$ cat config.mk
export PLATFORM = sky130hd
export DESIGN_NAME = fetch_seq_ctrl_flat
export DESIGN_NICKNAME = d
export VERILOG_FILES = /design/src/rtl/pipe_ctrl_pkg.sv /design/src/rtl/fetch_seq_ctrl_if.sv /design/src/rtl/fetch_seq_ctrl.sv /design/src/flat_wrapper.sv
export SDC_FILE = /design/constraint.sdc
export NUM_CORES = 1
export LEC_CHECK = 0
export BUFFER_PORTS_ARGS = -buffer_cell sky130_fd_sc_hd__buf_4
export CORE_MARGIN = 8
export CORE_UTILIZATION = 48
export DETAILED_ROUTE_END_ITERATION = 8
export PLACE_DENSITY = 0.72
export SLEW_MARGIN = 20
export SYNTH_ARGS = -nofsm -noshare
export SYNTH_HDL_FRONTEND = slang
export SYNTH_SLANG_ARGS = --single-unit
$ cat constraint.sdc
create_clock -name clk -period 3 [get_ports clk]
set_input_delay 0.45 -clock clk [delete_from_list [all_inputs] [get_ports clk]]
set_output_delay 0.45 -clock clk [all_outputs]
set_load 0.02 [all_outputs]
$ cat src/rtl/pipe_ctrl_pkg.sv
// Shared pipeline-control types: fetch-sequencer states, pc_sel encodings
// and the per-state registered output pattern.
package pipe_ctrl_pkg;

  typedef enum logic [3:0] {
    IDLE      = 4'd0,
    CALL_PUSH = 4'd1,
    CALL_JMP  = 4'd2,
    RET_POP   = 4'd3,
    RTI_POP   = 4'd4,
    RTI_FLAGS = 4'd5,
    POP_WAIT  = 4'd6,
    POP_LOAD  = 4'd7,
    LDM_IMM   = 4'd8,
    INT_PUSH  = 4'd9,
    INT_FLAGS = 4'd10,
    INT_VEC   = 4'd11
  } state_t;

  localparam logic [1:0] PC_SEL_INC = 2'b00;
  localparam logic [1:0] PC_SEL_BR  = 2'b01;
  localparam logic [1:0] PC_SEL_STK = 2'b10;
  localparam logic [1:0] PC_SEL_VEC = 2'b11;

  typedef struct packed {
    logic       cs_call;
    logic       cs_ret;
    logic       cs_rti;
    logic       previous_rti;
    logic       fetch_nop;
    logic       cs_ldm;
    logic       pc_hold;
    logic [1:0] pc_sel;
    logic       int_ack;
    logic       busy;
  } ctrl_t;

  // Output pattern shown while sitting in state s (flush NOP is layered on top).
  function automatic ctrl_t state_outs(input state_t s);
    ctrl_t o;
    o        = '0;
    o.pc_sel = PC_SEL_INC;
    o.busy   = (s != IDLE);
    case (s)
      CALL_PUSH: begin o.cs_call = 1'b1; o.pc_hold = 1'b1; end
      CALL_JMP:  begin o.fetch_nop = 1'b1; o.pc_sel = PC_SEL_BR; end
      RET_POP:   begin o.cs_ret = 1'b1; o.pc_hold = 1'b1; end
      RTI_POP:   begin o.cs_rti = 1'b1; o.pc_hold = 1'b1; end
      RTI_FLAGS: begin o.previous_rti = 1'b1; o.pc_hold = 1'b1; end
      POP_WAIT:  begin o.fetch_nop = 1'b1; o.pc_hold = 1'b1; end
      POP_LOAD:  begin o.fetch_nop = 1'b1; o.pc_sel = PC_SEL_STK; end
      LDM_IMM:   begin o.fetch_nop = 1'b1; o.cs_ldm = 1'b1; end
      INT_PUSH:  begin o.int_ack = 1'b1; o.cs_call = 1'b1; o.pc_hold = 1'b1; end
      INT_FLAGS: begin o.fetch_nop = 1'b1; o.pc_hold = 1'b1; end
      INT_VEC:   begin o.fetch_nop = 1'b1; o.pc_sel = PC_SEL_VEC; end
      default:   o = '0;
    endcase
    return o;
  endfunction

endpackage

$ cat src/rtl/fetch_seq_ctrl_if.sv
// Trigger inputs and fetch-buffer override outputs of the fetch sequencer.
// Handshake: none; triggers are level-sampled at posedge, outputs are registered.
interface fetch_seq_ctrl_if;
  import pipe_ctrl_pkg::*;

  logic       instr_valid;
  logic       is_call;
  logic       is_ret;
  logic       is_rti;
  logic       is_ldm;
  logic       stall;
  logic       flush;
  logic       int_req;

  logic       cs_call;
  logic       cs_ret;
  logic       cs_rti;
  logic       previous_rti;
  logic       fetch_NOP;
  logic       cs_ldm;
  logic       pc_hold;
  logic [1:0] pc_sel;
  logic       int_ack;
  logic       busy;
  state_t     dbg_state;

  modport master (
    output instr_valid, is_call, is_ret, is_rti, is_ldm, stall, flush, int_req,
    input  cs_call, cs_ret, cs_rti, previous_rti, fetch_NOP, cs_ldm,
    input  pc_hold, pc_sel, int_ack, busy, dbg_state
  );

  modport slave (
    input  instr_valid, is_call, is_ret, is_rti, is_ldm, stall, flush, int_req,
    output cs_call, cs_ret, cs_rti, previous_rti, fetch_NOP, cs_ldm,
    output pc_hold, pc_sel, int_ack, busy, dbg_state
  );
endinterface

$ cat src/rtl/fetch_seq_ctrl.sv
// Fetch sequencer: multi-cycle CALL/RET/RTI/LDM/interrupt sequences as a Moore
// FSM whose outputs are registered from the next state.
module fetch_seq_ctrl
  import pipe_ctrl_pkg::*;
#(
  parameter int MEM_LAT = 2
) (
  input  logic             clk,
  input  logic             reset,
  fetch_seq_ctrl_if.slave  bus
);

  localparam logic [2:0] CNT_LOAD = 3'(MEM_LAT - 1);

  state_t     r_state;
  logic [2:0] r_cnt;
  ctrl_t      r_outs;

  state_t     w_nxt_state;
  logic [2:0] w_nxt_cnt;
  logic       w_flush_nop;
  ctrl_t      w_nxt_outs;

  always_comb begin
    w_nxt_state = r_state;
    w_nxt_cnt   = r_cnt;
    w_flush_nop = 1'b0;
    case (r_state)
      IDLE: begin
        // stall is handled at the register; flush beats special beats int_req
        if (bus.flush)                          w_flush_nop = 1'b1;
        else if (bus.instr_valid && bus.is_call) w_nxt_state = CALL_PUSH;
        else if (bus.instr_valid && bus.is_ret)  w_nxt_state = RET_POP;
        else if (bus.instr_valid && bus.is_rti)  w_nxt_state = RTI_POP;
        else if (bus.instr_valid && bus.is_ldm)  w_nxt_state = LDM_IMM;
        else if (bus.int_req)                    w_nxt_state = INT_PUSH;
      end
      CALL_PUSH: w_nxt_state = CALL_JMP;
      CALL_JMP:  w_nxt_state = IDLE;
      RET_POP:   begin w_nxt_state = POP_WAIT; w_nxt_cnt = CNT_LOAD; end
      RTI_POP:   w_nxt_state = RTI_FLAGS;
      RTI_FLAGS: begin w_nxt_state = POP_WAIT; w_nxt_cnt = CNT_LOAD; end
      POP_WAIT: begin
        if (r_cnt == 3'd0) w_nxt_state = POP_LOAD;
        else               w_nxt_cnt   = r_cnt - 3'd1;
      end
      POP_LOAD:  w_nxt_state = IDLE;
      LDM_IMM:   w_nxt_state = IDLE;
      INT_PUSH:  w_nxt_state = INT_FLAGS;
      INT_FLAGS: w_nxt_state = INT_VEC;
      INT_VEC:   w_nxt_state = IDLE;
      default:   w_nxt_state = IDLE;
    endcase

    w_nxt_outs = state_outs(w_nxt_state);
    if (w_flush_nop) begin
      w_nxt_outs.fetch_nop = 1'b1;
      w_nxt_outs.pc_sel    = PC_SEL_BR;
    end
  end

  always_ff @(posedge clk or negedge reset) begin
    if (!reset) begin
      r_state <= IDLE;
      r_cnt   <= 3'd0;
      r_outs  <= '0;
    end else if (!bus.stall) begin
      r_state <= w_nxt_state;
      r_cnt   <= w_nxt_cnt;
      r_outs  <= w_nxt_outs;
    end
  end

  assign bus.cs_call      = r_outs.cs_call;
  assign bus.cs_ret       = r_outs.cs_ret;
  assign bus.cs_rti       = r_outs.cs_rti;
  assign bus.previous_rti = r_outs.previous_rti;
  assign bus.fetch_NOP    = r_outs.fetch_nop;
  assign bus.cs_ldm       = r_outs.cs_ldm;
  assign bus.pc_hold      = r_outs.pc_hold;
  assign bus.pc_sel       = r_outs.pc_sel;
  assign bus.int_ack      = r_outs.int_ack;
  assign bus.busy         = r_outs.busy;
  assign bus.dbg_state    = r_state;

endmodule

$ cat src/flat_wrapper.sv
// flat-port wrapper written by rule: the top's interface ports become plain ports
module fetch_seq_ctrl_flat import pipe_ctrl_pkg::*;
#(
  parameter int MEM_LAT = 2
)
  (clk, reset, bus_instr_valid, bus_is_call, bus_is_ret, bus_is_rti, bus_is_ldm, bus_stall, bus_flush, bus_int_req, bus_cs_call, bus_cs_ret, bus_cs_rti, bus_previous_rti, bus_fetch_NOP, bus_cs_ldm, bus_pc_hold, bus_pc_sel, bus_int_ack, bus_busy, bus_dbg_state);
  fetch_seq_ctrl_if bus_i ();
  input  logic clk;
  input  logic reset;
  input wire logic [$bits(bus_i.instr_valid)-1:0] bus_instr_valid;
  input wire logic [$bits(bus_i.is_call)-1:0] bus_is_call;
  input wire logic [$bits(bus_i.is_ret)-1:0] bus_is_ret;
  input wire logic [$bits(bus_i.is_rti)-1:0] bus_is_rti;
  input wire logic [$bits(bus_i.is_ldm)-1:0] bus_is_ldm;
  input wire logic [$bits(bus_i.stall)-1:0] bus_stall;
  input wire logic [$bits(bus_i.flush)-1:0] bus_flush;
  input wire logic [$bits(bus_i.int_req)-1:0] bus_int_req;
  output wire logic [$bits(bus_i.cs_call)-1:0] bus_cs_call;
  output wire logic [$bits(bus_i.cs_ret)-1:0] bus_cs_ret;
  output wire logic [$bits(bus_i.cs_rti)-1:0] bus_cs_rti;
  output wire logic [$bits(bus_i.previous_rti)-1:0] bus_previous_rti;
  output wire logic [$bits(bus_i.fetch_NOP)-1:0] bus_fetch_NOP;
  output wire logic [$bits(bus_i.cs_ldm)-1:0] bus_cs_ldm;
  output wire logic [$bits(bus_i.pc_hold)-1:0] bus_pc_hold;
  output wire logic [$bits(bus_i.pc_sel)-1:0] bus_pc_sel;
  output wire logic [$bits(bus_i.int_ack)-1:0] bus_int_ack;
  output wire logic [$bits(bus_i.busy)-1:0] bus_busy;
  output wire logic [$bits(bus_i.dbg_state)-1:0] bus_dbg_state;
  assign bus_i.instr_valid = bus_instr_valid;
  assign bus_i.is_call = bus_is_call;
  assign bus_i.is_ret = bus_is_ret;
  assign bus_i.is_rti = bus_is_rti;
  assign bus_i.is_ldm = bus_is_ldm;
  assign bus_i.stall = bus_stall;
  assign bus_i.flush = bus_flush;
  assign bus_i.int_req = bus_int_req;
  assign bus_cs_call = bus_i.cs_call;
  assign bus_cs_ret = bus_i.cs_ret;
  assign bus_cs_rti = bus_i.cs_rti;
  assign bus_previous_rti = bus_i.previous_rti;
  assign bus_fetch_NOP = bus_i.fetch_NOP;
  assign bus_cs_ldm = bus_i.cs_ldm;
  assign bus_pc_hold = bus_i.pc_hold;
  assign bus_pc_sel = bus_i.pc_sel;
  assign bus_int_ack = bus_i.int_ack;
  assign bus_busy = bus_i.busy;
  assign bus_dbg_state = bus_i.dbg_state;
  fetch_seq_ctrl #(.MEM_LAT(MEM_LAT)) u_core (.clk(clk), .reset(reset), .bus(bus_i));
endmodule
* Word level (Yosys, flattened, before mapping)
Index checks and enable logic that the tools add are counted.
** Cells by class
- Bitwise gates (word level) :: 1
- Eq/ne operators :: 19
- Muxes and demuxes :: 24
- Add/sub/neg operators :: 1
- Reduce and logical (&&, ||, !) cells :: 14
** Operators with widths (number)
- $eq 4x3->1 const B :: 7
- $mux 4 :: 7
- $pmux 4 s7 :: 1
- $eq 4x4->1 const B :: 6
- $eq 4x2->1 const B :: 3
- $mux 1 :: 12
- $reduce_or 11->1 :: 1
- $eq 4x1->1 const B :: 2
- $reduce_or 7->1 :: 1
- $pmux 2 s3 :: 1
- $pmux 3 s2 :: 1
- $reduce_or 6->1 :: 1
- $logic_and 1x1->1 :: 4
- $logic_not 4->1 :: 1
- $reduce_bool 4->1 :: 1
- $reduce_or 2->1 :: 2
- $logic_not 3->1 :: 1
- $mux 3 :: 1
- $reduce_and 3->1 :: 1
- $sub 3x1->3 const B :: 1
- $mux 2 :: 1
- $ne 2x2->1 const B :: 1
- $reduce_bool 2->1 :: 1
- $not 1->1 :: 1
** Word-level totals
- Output and inout bits :: 15
- Input port bits :: 10
- Flip-flop bits (word level) :: 18
- Word-level logic and storage cells :: 71

* Longest topological paths before layout
Gate-level depths: netlist of the first run.
- Depth after elaboration :: 11
- Mapped depth :: 8
- Mapped depth without buffers :: 8

* Worst setup path after synthesis of the first run
No wires, ideal clock.
- Kind :: reg-to-reg
- From :: register u_core.r_state[1] (netlist: u_core.bus.dbg_state[1])
- To :: register u_core.r_outs (netlist bit u_core.bus.fetch_NOP)
- Path buffers :: 1
- Library setup time :: 0.073 ns
- Stages on the path, launching flop included :: 8
- Data required time :: 2.927 ns
- Setup slack :: 1.295 ns
- Arrival time :: 1.632 ns
- Period minus slack after synthesis :: 1.705 ns
- Path through :: dfrtp_1 > buf_4 > nand2_1 > nor2_1 > o21bai_1 > nand2_2 > or3_4 > a21oi_2
** On the way
- Word-level cells in the longest chain between the ends :: 11
- Elaborated cells on any way between the ends :: 27
- Those cells by class :: eq/ne: 13; mux: 11; reduce/logical: 3
** Ends and longest elaborated chain
- start, declared :: RTL line fetch_seq_ctrl.sv:15 : state_t r_state;
- start signal, assigned :: RTL line fetch_seq_ctrl.sv:68 : r_state <= w_nxt_state;
- $mux 4 :: RTL line fetch_seq_ctrl.sv:36 : else if (bus.int_req) w_nxt_state = INT_PUSH;
- $mux 4 :: RTL line fetch_seq_ctrl.sv:35 : else if (bus.instr_valid && bus.is_ldm) w_nxt_state = LDM_IMM;
- $mux 4 :: RTL line fetch_seq_ctrl.sv:34 : else if (bus.instr_valid && bus.is_rti) w_nxt_state = RTI_POP;
- $mux 4 :: RTL line fetch_seq_ctrl.sv:33 : else if (bus.instr_valid && bus.is_ret) w_nxt_state = RET_POP;
- $mux 4 :: RTL line fetch_seq_ctrl.sv:32 : else if (bus.instr_valid && bus.is_call) w_nxt_state = CALL_PUSH;
- $mux 4 :: RTL line fetch_seq_ctrl.sv:31 : if (bus.flush) w_flush_nop = 1'b1;
- $pmux 4 s7 :: RTL line fetch_seq_ctrl.sv:28 : case (r_state)
- $eq 4x2->1 (tied with other cells) :: RTL line pipe_ctrl_pkg.sv:44 : case (s)
- $reduce_or 6->1 (no line)
- $mux 1 :: RTL line pipe_ctrl_pkg.sv:44
- $mux 1 (*) :: RTL line fetch_seq_ctrl.sv:56 : if (w_flush_nop) begin
- end signal, assigned :: RTL line fetch_seq_ctrl.sv:70 : r_outs <= w_nxt_outs;
- end, declared :: RTL line fetch_seq_ctrl.sv:17 : ctrl_t r_outs;
Mark *: on every way between the ends. The rest lies on a longest branch, timed or not.
A chain may end at the register's enable or synchronous reset.

* Worst setup path after layout of the first run
- From :: register u_core.r_state[3] (netlist: u_core.bus.dbg_state[3])
- To :: register u_core.r_outs (netlist bit u_core.bus.fetch_NOP)
Same word-level chain as after synthesis.

==> out/metrics.yaml, run 1 <==
outcome: "finished clean"
synth_area_sq_um: 1140
drtIter0Drc: 56
largest_register_ffs: 4
fin_nets: 158
antenna_found_initial: 0
ant_nets: 0
avgSynthCellArea_sq_um: 9.24
ys_async_sr_fraction: 1.00
fin_skew_ns: 0.00181
busiest_layer: "met2"
cp.arrival_ns: 2.25
io_buffers: 24
hold_viol: 0
ys.flop_type: "dfrtp_1"
die_x_um: 64.7
synthTopCellsByCount: "dfrtp_1 (18), nand2_1 (14), nor2_1 (9)"
drtPass1Iterations: 4
grt_max_degree: 30
fmax_ghz: 0.497
via_per_inst: 5.65
drt_wl_total_um: 2660
ys_seq_area_frac: 0.396
seq_area_sq_um: 450
grt_pass1_vias: 1001
cts_buffer_depth: 2
synthDominantCellAreaShare: 0.396
endpoint_kind: "flop"
wl_per_cell_um: 15.4
synth_edf_count: 0
rows: 17
start_util: 0.509
crit_required_ns: 3.24
worstSetupStartpointType: "flop"
clkSlewWorstSetupHoldPaths_ns: 0.11
cts_max_level: 1
numCtsBuffers: 3
globalRouteOverflowTotal: 0
clock_sinks: 18
powerDensity_nw_per_um2: 875
synth_seq_cells: 18
drive_gt1_frac: 0.297
coreArea_sq_um: 2230
fillers: 198
min-delay-path-class: "primary input to flop"
synth_cell_types: 43
use_met3: 0.0481
clkLatencyLatePin_ns: 0.30
setup_viol: 0
slew-limit-headroom: 0.649
antenna_cells: 0
ir_worst_vdd_mv: 0.560
crit_end: "u_core.bus.fetch_NOP$_DFFE_PN0N_"
synth_area_leader_cell: "dfrtp_1"
gp_congestion: 0.872
place_ws_ns: 1.01
use_met1: 0.150
worstMarginPinSlew_ns: 0.527
rrSetupSlack_ns: 0.99
post_cts_buffers: 0
critPathKind: "flop to flop"
path_max_fanout: 15
reg2reg_to: "u_core.bus.fetch_NOP$_DFFE_PN0N_"
p_leak_nw: 0.617
syn_nets: 135
min_period_ns: 2.01
fin_ws_ns: 0.986
drc: 0
io_pins: 25
drv_cap: 0
final_util: 0.608
die_h_um: 64.7
holdWs_ns: 0.474
grt_pass1_wl_um: 4630
syn-instance-count: 123
grt_use_total: 0.137
cp-startpoint: "u_core.bus.dbg_state[3]$_DFFE_PN0N_"
multi_input_area_sq_um: 634
use_met2: 0.230
rsz0062_at_grt: "no"
synth.most_common_cell: "dfrtp_1"
drv_slew: 0
synthTopCellsByArea: "dfrtp_1 (40%), nand2_1 (4.6%), nor4_2 (3.3%)"
cts_tree: "done"
r2r-start: "u_core.bus.dbg_state[3]$_DFFE_PN0N_"
syn2layout_area_growth_pct: 19.5
ys_warn_count: 0
vias: 978
r2r_cells: 6
cts_root_buf: "clkbuf_4"
finalCritPeriodShare: 0.671
fin_tns_setup_ns: 0
cts_resized: 0
die_area_sq_um: 4180
dp_hpwl_um: 1990
cell families after synthesis:
kind of cell,after synthesis,synth area share
mux,2,0.0198
simple gates,46,0.233
fa+ha+maj,2,0.0220
compound gates,42,0.260
flops,18,0.396
xor+xnor,3,0.0231
buf+inv,10,0.0452
worst max-delay path, stage by stage (launching register included):
cell and delay [ns]:
dfrtp_1 0.69, nor2b_1 0.12, a21boi_0 0.15, o21bai_1 0.31, nand2_2 0.15, or3_4 0.40
a21oi_2 0.13
cell usage in the layout, fill, tap and decap left out, types with 3 or more instances in the layout:
| cell | instances |
|---|---|
| a21oi_1 | 5 |
| a21oi_2 | 3 |
| buf_4 | 24 |
| clkbuf_4 | 3 |
| dfrtp_1 | 18 |
| inv_1 | 3 |
| nand2_1 | 14 |
| nand2b_1 | 4 |
| nor2_1 | 9 |
| nor2b_1 | 4 |
| nor4_2 | 3 |
| o21ai_0 | 5 |
| o21ai_1 | 6 |
| o31ai_1 | 4 |
| xor2_1 | 3 |
cell type report:
type | instances | share of cell area
inverters | 3 | 0.00829
repair buffers | 25 | 0.140
well taps | 28 | 0.0258
clock buffers | 4 | 0.0267
multi-input cells | 95 | 0.467
flip-flops and latches | 18 | 0.332
worst min path at each step:
stage | start | endpoint | slack (ns) | cells after the start
after global routing | bus_is_call | u_core.bus.cs_ret$_DFFE_PN0N_ | 0.47 | 3
final | bus_is_call | u_core.bus.cs_ret$_DFFE_PN0N_ | 0.47 | 3
after CTS | bus_is_rti | u_core.bus.cs_rti$_DFFE_PN0N_ | 0.46 | 3
after global placement | reset | u_core.r_cnt[2]$_DFFE_PN0P_ | 0.33 | 1
after detailed placement | reset | u_core.r_cnt[2]$_DFFE_PN0P_ | 0.34 | 1
after floorplan | reset | u_core.bus.busy$_DFFE_PN0N_ | 0.15 | 0
repair_timing:
| action | in CTS | in global routing |
|---|---|---|
| setup endpoints to repair | 0 | 0 |
| hold buffers | 1 | 0 |
| hold endpoints to repair | 8 | 0 |
where the power goes:
group / total [mW] / leakage (nW) / switching (mW) / internal, mW
sequential: 0.424 / 0.233 / 0.112 / 0.312
combinational: 0.610 / 0.363 / 0.340 / 0.270
clock: 0.154 / 0.0210 / 0.0801 / 0.0740
total: 1.19 / 0.617 / 0.532 / 0.656
per-stage QoR:
step           total power [mW]  instance area, sq um  std cells
4_1_cts                    1.20                  1360        173
3_5_place_dp               1.04                  1310        168
5_1_grt                    1.28                  1360        173
3_3_place_gp               1.02                  1310        168
6_report                   1.19                  1360        173
2_1_floorplan             0.852                  1140        123
routing by layer:
metal  up-vias  part of all wire
met5         -                 0
met4         0            0.0053
met3         2             0.059
met2        24              0.51
met1       464              0.43
li1        488                 -
Power figures use the tool's default switching activity.
==> inputs of run 2 (changes only) <==
- ABC_AREA: default -> 1
- clock period: 3 -> 2.1 ns (I/O delays scaled with it)
==> run 2 against run 1 <==
  * Maximum frequency grew 28%
  * Largest cell class unchanged
  * Utilization rose by 1.1 points
  * Worst setup slack worse by 0.47 ns
  * Critical endpoint is now u_core.bus.pc_hold$_DFFE_PN0N_
  * Clock-buffer cell count did not move
  * Routed wire length increased by 1.6%
  * Non-clock buffer count is the same
  * Final cell count grew 18%
  * Sequential share of layout area about the same
  * Combinational power increased by 54%
==> out/metrics.yaml, run 2 <==
cp.arrival_ns: 1.83
synth_cell_types: 27
drtPass1Iterations: 4
cts_buffer_depth: 2
synth_area_sq_um: 1100
cp-startpoint: "u_core.bus.dbg_state[1]$_DFFE_PN0N_"
hold_path_end: "u_core.bus.busy$_DFFE_PN0N_"
grt_pass1_wl_um: 4620
fin_ws_ns: 0.521
fin_skew_ns: 0.00477
powerDensity_nw_per_um2: 1260
die_area_sq_um: 4090
final_cell_mix: "nand2_1 (42), buf_4 (24), inv_1 (18), dfrtp_1 (18), nor2_1 (14)"
cts_tree: "done"
largest_register_ffs: 4
die_h_um: 63.9
antenna_found_initial: 0
cellInternalPower_mw: 0.922
cts_resized: 0
finalCritPeriodShare: 0.752
synthTopCellsByArea: "dfrtp_1 (41%), nand2_1 (14%), inv_1 (6.1%)"
outcome: "finished clean"
syn2layout_area_growth_pct: 23.0
fin_nets: 190
post_cts_buffers: 0
grt_max_degree: 23
fin_tns_setup_ns: 0
dp_hpwl_um: 2150
fillers: 214
worst_hold_path.num_cells: 3
synthTopCellsByCount: "nand2_1 (42), dfrtp_1 (18), inv_1 (18)"
p_comb_frac: 0.549
ir_worst_vdd_mv: 0.702
power.switching_mw: 0.789
hold_start: "bus_stall"
synth_edf_count: 0
worstSetupStartpointType: "flop"
vias: 1004
crit_required_ns: 2.35
gp_congestion: 0.872
grt_pass1_vias: 1028
globalRouteOverflowTotal: 0
cts_root_buf: "clkbuf_4"
numCtsBuffers: 3
final_common_cell: "nand2_1"
start_util: 0.503
fmax_ghz: 0.633
min_period_ns: 1.58
ant_nets: 0
cts_hold_repair.buffers: 1
synthDominantCellAreaShare: 0.409
antenna_cells: 0
synth_seq_cells: 18
grt_use_total: 0.139
rrSetupSlack_ns: 0.52
via_per_inst: 4.90
drc: 0
drtIter0Drc: 69
p_leak_nw: 0.743
clock_sinks: 18
synth.most_common_cell: "nand2_1"
r2r_cells: 9
wl_per_cell_um: 13.2
drv_slew: 0
holdWs_ns: 0.354
endpoint_kind: "flop"
min-delay-path-class: "primary input to flop"
die_x_um: 63.9
setup_viol: 0
ys.flop_type: "dfrtp_1"
io_buffers: 24
critPathKind: "flop to flop"
power_mw: 1.71
rows: 17
worstMarginPinSlew_ns: 0.283
drive_gt1_frac: 0.271
ys_seq_area_frac: 0.409
path_max_fanout: 7
final_cells: 205
dp.cells: 200
reg2reg_to: "u_core.bus.pc_hold$_DFFE_PN0N_"
clkLatencyLatePin_ns: 0.29
drv_cap: 0
hold_viol: 0
synth_area_leader_cell: "dfrtp_1"
avgSynthCellArea_sq_um: 7.35
io_pins: 25
syn-instance-count: 150
r2r-start: "u_core.bus.dbg_state[1]$_DFFE_PN0N_"
p_seq_frac: 0.327
place_ws_ns: 0.553
cts_max_level: 1
drt_wl_total_um: 2700
ys_async_sr_fraction: 1.00
rsz0062_at_grt: "no"
p_clk_frac: 0.124
clkSlewWorstSetupHoldPaths_ns: 0.10
ys_warn_count: 0
power.share.switching: 0.461
coreArea_sq_um: 2190
slew-limit-headroom: 0.810
syn_nets: 162
-- run 2: final cells by class --
type	count	area, sq um	area share
Inverter	21	83.8	0.0618
Multi-Input combinational cell	109	561	0.413
Timing Repair Buffer	25	190	0.140
Clock buffer	4	36.3	0.0268
Sequential cell	18	450	0.332
Tap cell	28	35.0	0.0258
-- run 2: cells by family after synthesis --
kind of cell / Yosys count / share of synthesized area
AND/OR/NAND/NOR: 86 / 0.373
flip-flops: 18 / 0.409
adder cells (fa/ha/maj): 2 / 0.0227
buffers and inverters: 23 / 0.0829
AO/OA/AOI/OAI: 21 / 0.112
-- run 2: critical path, cell delays in order, from the launching register on --
cell,delay (ns)
dfrtp_1,0.48
nor2_2,0.22
nand3_1,0.18
inv_1,0.13
nand3_1,0.13
nand2_1,0.12
nand3_1,0.09
nand3_1,0.09
nand2_1,0.05
inv_1,0.04
-- run 2: how the worst max path moves through the flow --
stage                                        to  slack [ns]  depth (start not counted)
2_1_floorplan    u_core.bus.pc_hold$_DFFE_PN0N_        0.65                         11
3_3_place_gp     u_core.bus.pc_hold$_DFFE_PN0N_        0.54                          9
3_5_place_dp   u_core.bus.fetch_NOP$_DFFE_PN0N_        0.55                         10
4_1_cts          u_core.bus.pc_hold$_DFFE_PN0N_        0.51                          9
5_1_grt          u_core.bus.pc_hold$_DFFE_PN0N_        0.37                          9
6_report         u_core.bus.pc_hold$_DFFE_PN0N_        0.52                          9
-- run 2: power by group through the flow --
stage	combinational, mW	clock [mW]	sequential, mW
final	0.939	0.213	0.559
after global placement	0.933	0	0.556
after global routing	1.05	0.230	0.577
after detailed placement	0.944	0	0.564
after floorplan	0.542	0	0.659
after CTS	0.951	0.219	0.558
-- run 2: per-layer routing --
metal	up-vias	global-route usage	routed length, um
met1	443	0.170	1250
met3	4	0.0418	159
met2	27	0.223	1270
met4	0	0.0501	24
met5	-	0	0
li1	530	-	-
-- run 2: metrics by stage --
step                 util  instance area (sq um)
CTS                 0.619                   1360
detailed placement  0.598                   1310
global route        0.619                   1360
finish              0.619                   1360
floorplan               -                   1100
global placement    0.598                   1310
==> inputs of run 3 (changes only) <==
- clock period: 2.1 -> 1.5 ns (I/O delays scaled with it)
==> run 3 against run 2 <==
  * Hold slack worse by 0.049 ns
  * Sequential share of layout area down 3.3 points
  * Maximum frequency up 6.3%
  * Global-route usage up 0.65 points
  * Sequential cell count unchanged
  * Die area unchanged
  * Non-clock buffer count up 16
  * Routed wire length up 11%
  * Worst setup slack worse by 0.51 ns
  * Design area up 12%
  * Critical path type unchanged
  * Largest power group unchanged
  * Highest routed layer unchanged
==> out/metrics.yaml, run 3 (synthesized netlist as in run 2, its figures left out) <==
path_max_fanout: 6
setup_viol: 0
drv_slew: 0
reg2reg_to: "u_core.bus.fetch_NOP$_DFFE_PN0N_"
rsz0062_at_grt: "yes"
crit_family: "simple AND/OR/NAND/NOR gates"
ir_worst_vdd_mv: 1.16
cellInternalPower_mw: 1.45
cts_tree: "done"
drtIter0Drc: 33
power.switching_mw: 1.22
clkLatencyLatePin_ns: 0.28
grt_use_total: 0.145
p_seq_frac: 0.298
rrSetupSlack_ns: 0.01
final_util: 0.694
p_comb_frac: 0.615
cts_root_buf: "clkbuf_4"
p_leak_nw: 0.811
die_h_um: 63.9
io_pins: 25
antenna_found_initial: 0
fin_nets: 206
dp_hpwl_um: 2320
die_area_sq_um: 4090
dp.cells: 211
ant_nets: 0
slew-limit-headroom: 0.834
fin_tns_setup_ns: 0
largest_register_ffs: 4
worstMarginPinSlew_ns: 0.248
fin_skew_ns: 0.00642
grt_pass1_wl_um: 4920
min_period_ns: 1.49
final_common_cell: "buf_4"
crit_slowest_cell: "dfrtp_2"
path_depth: 9
grt_max_degree: 22
seq_area_sq_um: 455
globalRouteOverflowTotal: 0
r2r_cells: 9
cts_buffer_depth: 2
final_cell_mix: "buf_4 (40), nand2_1 (38), inv_1 (14), dfrtp_1 (14), nor2_1 (12)"
cp_slowest_stage_delay_ns: 0.46
grt_pass1_vias: 1122
numCtsBuffers: 3
worstSetupStartpointType: "flop"
crit_required_ns: 1.69
drtPass1Iterations: 4
worst_hold_path.num_cells: 3
fillers: 184
start_util: 0.503
r2r-start: "u_core.bus.dbg_state[1]$_DFFE_PN0N_"
coreArea_sq_um: 2190
rows: 17
clkSlewWorstSetupHoldPaths_ns: 0.10
drive_gt1_frac: 0.427
powerDensity_nw_per_um2: 1760
wl_per_cell_um: 13.7
path_cells: "nor2_4, buf_4, buf_4, nand3_1, nand2_1, nor3_1, nand3_1, nand2_1, inv_1"
drc: 0
die_x_um: 63.9
drv_cap: 0
endpoint_kind: "flop"
outcome: "finished clean"
io_buffers: 24
drt_wl_total_um: 3010
design_area_sq_um: 1520
via_per_inst: 5.03
antenna_cells: 0
p_clk_frac: 0.086
min-delay-path-class: "primary input to flop"
vias: 1107
crit_buf_inv: 3
gp_congestion: 0.869
cts_max_level: 1
hold_viol: 0
clock_sinks: 18
placed_cell_area_sq_um: 1390
final_cells: 220
hold_path_end: "u_core.bus.pc_sel[0]$_DFFE_PN0N_"
critPathKind: "flop to flop"
power_mw: 2.67
fmax_ghz: 0.673
syn2layout_area_growth_pct: 38.0
hold_start: "bus_flush"
finalCritPeriodShare: 0.990
multi_input_area_sq_um: 614
power.share.switching: 0.457
cp.arrival_ns: 1.68
run 3: area by class of cell:
cell class	instances	share of cell area
Multi-Input combinational cell	109	0.404
Inverter	21	0.0551
Tap cell	28	0.0230
Sequential cell	18	0.299
Timing Repair Buffer	41	0.204
Clock buffer	3	0.0148
run 3: how the worst max path moves through the flow:
stage	slack, ns	end	start
after CTS	-0.006	u_core.bus.pc_hold$_DFFE_PN0N_	u_core.bus.dbg_state[2]$_DFFE_PN0N_
after global routing	-0.08	u_core.bus.busy$_DFFE_PN0N_	u_core.r_cnt[0]$_DFFE_PN0P_
final	0.01	u_core.bus.fetch_NOP$_DFFE_PN0N_	u_core.bus.dbg_state[1]$_DFFE_PN0N_
after floorplan	0.05	u_core.bus.pc_hold$_DFFE_PN0N_	u_core.bus.dbg_state[0]$_DFFE_PN0N_
after global placement	-0.03	u_core.bus.pc_hold$_DFFE_PN0N_	u_core.bus.dbg_state[2]$_DFFE_PN0N_
after detailed placement	-0.06	u_core.r_cnt[2]$_DFFE_PN0P_	u_core.bus.dbg_state[2]$_DFFE_PN0N_
run 3: metal layers:
layer,track usage,vias up,share of wire
li1,-,556,-
met1,0.163,511,0.43
met2,0.257,34,0.49
met3,0.0331,6,0.057
met4,0.0585,0,0.024
met5,0,-,0
run 3: repair_timing:
item | CTS | global route
setup endpoints to repair | 8 | 13
hold endpoints to repair | 18 | 0
pin swaps | 0 | 7
buffers inserted | 0 | 5
resized for setup | 6 | 16
hold buffers | 1 | 0
run 3: power by group through the flow:
stage	logic, mW	clock network (mW)	registers, mW
3_3_place_gp	1.44	0	0.775
6_report	1.65	0.231	0.798
4_1_cts	1.49	0.238	0.795
5_1_grt	1.82	0.250	0.819
3_5_place_dp	1.46	0	0.783
2_1_floorplan	0.759	0	0.922
run 3: per-stage QoR:
step	worst slack, ns	hold WS (ns)
floorplan	0.0467	-0.0706
global placement	-0.0262	0.0994
detailed placement	-0.0630	0.106
CTS	-0.00640	0.297
global route	-0.0841	0.307
finish	0.0145	0.305
run 3: worst min-delay path: cells and delay by family:
kind | cells | cell delay, ns
AOI/OAI and AO/OA | 1 | 0.12
buffers and inverters | 1 | 0.11
and+or+nand+nor | 1 | 0.09
